$ cat src/rtl/stage_sequencer.sv
// stage_sequencer: multi-cycle control sequencer for a five-stage datapath
//   (FETCH, DECODE, EXECUTE, MEMORY, WRITEBACK, plus a terminal HALT state).
// Latency: 5 falling edges per instruction, plus 1 per stalled MEMORY edge.
// Backpressure: mem_access && !mem_ready holds MEMORY. MEM_WAIT_MAX consecutive
//   stalls halt the sequencer with mem_timeout set.
// Optional: define STAGE_SEQ_SINGLE_STEP_EN to add a 'step' input that gates
//   FETCH->DECODE.
// Ports:
//   clock, reset (async, active-low), end_program, branch, zero, branch_offset,
//   mem_access, mem_ready, [step] -> pc, stage, stage_en, halted, mem_timeout,
//   instr_count.
// All state updates on the falling edge of clock.
module stage_sequencer #(
   parameter int PC_WIDTH     = 4,
   parameter int PROG_LEN     = 11,
   parameter int RESET_PC     = 0,
   parameter int MEM_WAIT_MAX = 15
) (
   input  logic                clock,
   input  logic                reset,
   input  logic                end_program,
   input  logic                branch,
   input  logic                zero,
   input  logic [PC_WIDTH-1:0] branch_offset,
   input  logic                mem_access,
   input  logic                mem_ready,
`ifdef STAGE_SEQ_SINGLE_STEP_EN
   input  logic                step,
`endif
   output logic [PC_WIDTH-1:0] pc,
   output logic [2:0]          stage,
   output logic [4:0]          stage_en,
   output logic                halted,
   output logic                mem_timeout,
   output logic [15:0]         instr_count
);

   typedef enum logic [2:0] {
      ST_FETCH     = 3'd0,
      ST_DECODE    = 3'd1,
      ST_EXECUTE   = 3'd2,
      ST_MEMORY    = 3'd3,
      ST_WRITEBACK = 3'd4,
      ST_HALT      = 3'd5
   } stage_e;

   // Two guard bits so pc + 1 + PROG_LEN cannot wrap before the modulo.
   localparam int             AW    = PC_WIDTH + 2;
   localparam logic [AW-1:0]  LEN_W = AW'(PROG_LEN);
   localparam logic [AW-1:0]  ONE_W = AW'(1);
   localparam logic [7:0]     WMAX  = 8'(MEM_WAIT_MAX);

   stage_e              stage_q, stage_d;
   logic [PC_WIDTH-1:0] pc_q, pc_d;
   logic [15:0]         cnt_q, cnt_d;
   logic [7:0]          wait_q, wait_d;
   logic                tmo_q, tmo_d;

   logic                fetch_go;
   logic [AW-1:0]       pc_ext, off_mod, pc_seq, pc_tgt;

`ifdef STAGE_SEQ_SINGLE_STEP_EN
   assign fetch_go = step;
`else
   assign fetch_go = 1'b1;
`endif

   // Next-PC candidates; only committed on the WRITEBACK edge.
   always_comb begin
      pc_ext  = AW'(pc_q);
      off_mod = AW'(branch_offset) % LEN_W;
      pc_seq  = (pc_ext + ONE_W) % LEN_W;
      pc_tgt  = (pc_ext + ONE_W + LEN_W - off_mod) % LEN_W;
   end

   always_comb begin
      stage_d = stage_q;
      pc_d    = pc_q;
      cnt_d   = cnt_q;
      wait_d  = wait_q;
      tmo_d   = tmo_q;
      unique case (stage_q)
         ST_FETCH: begin
            if (fetch_go) stage_d = ST_DECODE;
         end
         ST_DECODE: begin
            stage_d = end_program ? ST_HALT : ST_EXECUTE;
         end
         ST_EXECUTE: begin
            stage_d = ST_MEMORY;
         end
         ST_MEMORY: begin
            if (!mem_access || mem_ready) begin
               // Leaving MEMORY ends the stall run, so the next one starts from zero.
               stage_d = ST_WRITEBACK;
               wait_d  = '0;
            end else begin
               wait_d = wait_q + 8'd1;
               if (wait_q + 8'd1 == WMAX) begin
                  stage_d = ST_HALT;
                  tmo_d   = 1'b1;
               end
            end
         end
         ST_WRITEBACK: begin
            stage_d = ST_FETCH;
            cnt_d   = cnt_q + 16'd1;
            pc_d    = (branch && !zero) ? PC_WIDTH'(pc_tgt) : PC_WIDTH'(pc_seq);
         end
         ST_HALT: begin
            stage_d = ST_HALT;
         end
         default: begin
            stage_d = ST_HALT;
         end
      endcase
   end

   always_ff @(negedge clock or negedge reset) begin
      if (!reset) begin
         stage_q <= ST_FETCH;
         pc_q    <= PC_WIDTH'(RESET_PC);
         cnt_q   <= '0;
         wait_q  <= '0;
         tmo_q   <= 1'b0;
      end else begin
         stage_q <= stage_d;
         pc_q    <= pc_d;
         cnt_q   <= cnt_d;
         wait_q  <= wait_d;
         tmo_q   <= tmo_d;
      end
   end

   always_comb begin
      stage_en = 5'b00000;
      case (stage_q)
         ST_FETCH:     stage_en = 5'b00001;
         ST_DECODE:    stage_en = 5'b00010;
         ST_EXECUTE:   stage_en = 5'b00100;
         ST_MEMORY:    stage_en = 5'b01000;
         ST_WRITEBACK: stage_en = 5'b10000;
         default:      stage_en = 5'b00000;
      endcase
   end

   assign stage       = stage_q;
   assign pc          = pc_q;
   assign instr_count = cnt_q;
   assign halted      = (stage_q == ST_HALT);
   assign mem_timeout = tmo_q;

endmodule

$ cat config.mk
export PLATFORM = sky130hd
export DESIGN_NAME = stage_sequencer
export DESIGN_NICKNAME = d
export VERILOG_FILES = /design/src/rtl/stage_sequencer.sv
export SDC_FILE = /design/constraint.sdc
export NUM_CORES = 1
export LEC_CHECK = 0
export BUFFER_PORTS_ARGS = -buffer_cell sky130_fd_sc_hd__buf_2
export CAP_MARGIN = 30
export CORE_UTILIZATION = 57
export DETAILED_ROUTE_END_ITERATION = 8
export GPL_ROUTABILITY_DRIVEN = 0
export PLACE_DENSITY = 0.9
export SLEW_MARGIN = 10
export SYNTH_ARGS = -nofsm -noshare
export SYNTH_HDL_FRONTEND = slang
export SYNTH_SLANG_ARGS = --single-unit
$ cat constraint.sdc
create_clock -name clock -period 5.8 [get_ports clock]
set_input_delay 0.29 -clock clock [delete_from_list [all_inputs] [get_ports clock]]
set_output_delay 0.29 -clock clock [all_outputs]
set_load 0.01 [all_outputs]
==> flow_summary.toml <==
[pwr]
internal_power_mw = 1.169
totalPowerFinal_mw = 2.162
p_clk_share_pct = 10.2
p_sw_share_pct = 45.92
seq_power_share_pct = 17.0
combPwrFrac_pct = 72.8
power_density_mw_per_mm2 = 631.9
leakage_nw = 1.685
ir_drop_mv = 0.5066
power.switching_mw = 0.9930

[logic_synthesis]
synth-async-reset-ratio_pct = 100.0
syn_avg_cell_area_sq_um = 9.020
synth_most_common_cell = "nand2_1"
synth_area_sq_mm = 0.002417
synth_top_cell_by_area = "dfrtn_1"
ys_seq_area_share_pct = 33.13
yosysUniqueCellTypes = 60
synth_area_leaders = "dfrtn_1 (33%), ha_1 (8.8%), xnor2_1 (5.8%)"
synth_edf_count = 0
synth.net_count = 297
synth_cells = 268
ys.flop_type = "dfrtn_1"
synth_common_cells = "nand2_1 (33), dfrtn_1 (32), nor2_1 (18)"
ys_ff_latch = 32
yosysWarnings = 0
synth_top_area_share_pct = 33.13

[global_route]
antenna_found_initial = 0
grt_busiest_layer = "met2"
overflow = 0
grt_max_degree = 33
gr-usage-met3_pct = 10.27
grt_pass1_wl_mm = 11.66
grt_util_all_layers_pct = 35.60
grt_pass1_vias = 2498
met1_usage_pct = 38.61
use_met2_pct = 61.50

[timing]
setup_slack_ns = -1.327
setup_viol_count_final = 4
finalHoldViolCount = 0
relSlewSlack_pct = 52.21
hold_slack_ns = 0.4134
skew_ns = 0.005386
worst_pin_slew_ns = 0.7168
fin_setup_tns_ns = -5.194
rsz0062_at_grt = "yes"
finalMaxSlewViolations = 0

[clocking]
clock_path_buffers = 2
clkSinkCount = 32
path_clk_slew_ns = 0.05
cts_made_buffers = 5
clockRootBuffer = "clkbuf_8"
h-tree-depth = 2
cts_tree = "yes"
clock_latency_ns = 0.30
hold_buffers = 0

[die]
io_pins = 41
rows = 23
die-width_microns = 67.12
core-area_sq_mm = 0.004029
die_y_microns = 67.12
die_area_sq_mm = 0.004505
start_util_pct = 60.00

[drt]
wl_mm = 8.309
drt_pass1_iterations = 8
wire_per_inst_microns = 20.12
route.detailed.drc = 0
ant_nets = 0
drt_iter0_markers = 249
avgViaCountPerCell = 6.320
num_vias = 2610

[critical_path]
path_class = "primary input to flip-flop"
critPathLaunchType = "primary input"
worst_setup_path_end_kind = "flip-flop"
critPathArrivalTime_ns = 4.36
worst_ep_required_time_ns = 3.03
critPathMaxFanout = 4

[final_layout]
final_cell_count_no_fill = 413
layout-drive-gt1-share_pct = 39.12
antenna_cells = 0
area_growth_syn_to_layout_pct = 41.56
fin_nets = 391

[placement]
dp_cells = 391
preCtsSetupSlack_ns = -1.714
numPortBuffers = 40
dp_hpwl_mm = 4.828

[status]
violations = "setup timing"
status = "finished with violations"

[hold_path]
min_path_type = "flip-flop to flip-flop"

[job]
cap_viol_max_count = 0
state kept, by name, indices dropped and copies added (netlist names):
signal	flops
instr_count	16
mem_timeout	1
pc	4
stage	3
wait_q	8
power by group through the flow:
stage / Combinational (mW) / Clock, mW / Sequential (mW)
2_1_floorplan: 0.767 / 0 / 0.347
3_3_place_gp: 1.14 / 0 / 0.356
3_5_place_dp: 1.20 / 0 / 0.359
4_1_cts: 1.34 / 0.217 / 0.361
5_1_grt: 1.67 / 0.231 / 0.374
6_report: 1.57 / 0.221 / 0.367
per-layer routing:
| layer | routed length [microns] | up-vias |
|---|---|---|
| met1 | 3008 | 1246 |
| li1 | - | 1137 |
| met5 | 0 | - |
| met2 | 4165 | 173 |
| met3 | 676 | 54 |
| met4 | 459 | 0 |
worst max-delay path: stages:
cell      delay, ns
buf_8          0.10
ha_4           0.15
o21ai_4        0.13
mux2i_1        0.22
ha_1           0.28
ha_4           0.18
inv_2          0.05
fa_2           0.47
mux2i_4        0.23
ha_4           0.20
nor2_2         0.04
nand3_2        0.08
buf_4          0.12
nand3_2        0.08
or3_4          0.43
a21oi_4        0.23
o21a_1         0.22
o22ai_4        0.10
ha_4           0.20
a211oi_4       0.30
or4_1          0.18
nand3_1        0.07
layout by cell type (no fill, tap or decap), types with 4 or more instances in the layout:
cell type  instances
o21ai_0           15
nor3_1             4
nor2_1            17
ha_1              11
a21oi_1            4
xnor2_1           15
nand3_1           12
ha_4               5
buf_2             38
and3_1             7
mux2i_1            4
inv_1             15
xor2_1             6
and2_1             4
dfrtn_1           32
clkbuf_8           5
nand2_1           32
buf_4             54
final timing paths:
path,slack (ns),cells after the start,end,start
worst max-delay path,-1.33,22,pc[1],branch_offset[1]
worst min-delay path,0.41,1,mem_timeout,mem_timeout
worst max register to register,1.05,20,pc[1],pc[0]
worst min register to register,0.41,1,mem_timeout,mem_timeout
max in group asynchronous,2.48,1,pc[2],reset
min in group asynchronous,2.82,1,instr_count[15],reset
timing repair:
action	4_1_cts	5_1_grt
buffers inserted	5	9
endpoints found under the setup margin	4	4
pin swaps	21	9
hold endpoints to repair	0	0
gates resized for setup	13	11
metrics by stage:
| stage | util, % | instance area (sq um) |
|---|---|---|
| finish | 84.94 | 3422 |
| global route | 84.94 | 3422 |
| CTS | 81.89 | 3299 |
| detailed placement | 76.30 | 3074 |
| global placement | 76.30 | 3074 |
| floorplan | - | 2541 |
cell type report:
cell class | count | area, sq um
clock buffer | 5 | 68.82
clock inverter | 3 | 42.54
fill | 187 | 606.8
inverter | 17 | 63.81
multi-input combinational | 212 | 1762
sequential | 32 | 800.8
tap | 50 | 62.56
timing repair buffer | 94 | 621.8
cells by family after synthesis:
| kind of cell | synth area share, % |
|---|---|
| multiplexers | 2.226 |
| flip-flops | 33.13 |
| adder cells (fa/ha/maj) | 9.627 |
| AND/OR/NAND/NOR | 23.45 |
| AO/OA/AOI/OAI | 17.24 |
| other | 0.1551 |
| XOR/XNOR | 10.30 |
| buffers and inverters | 3.882 |
Power figures use the tool's default switching activity.
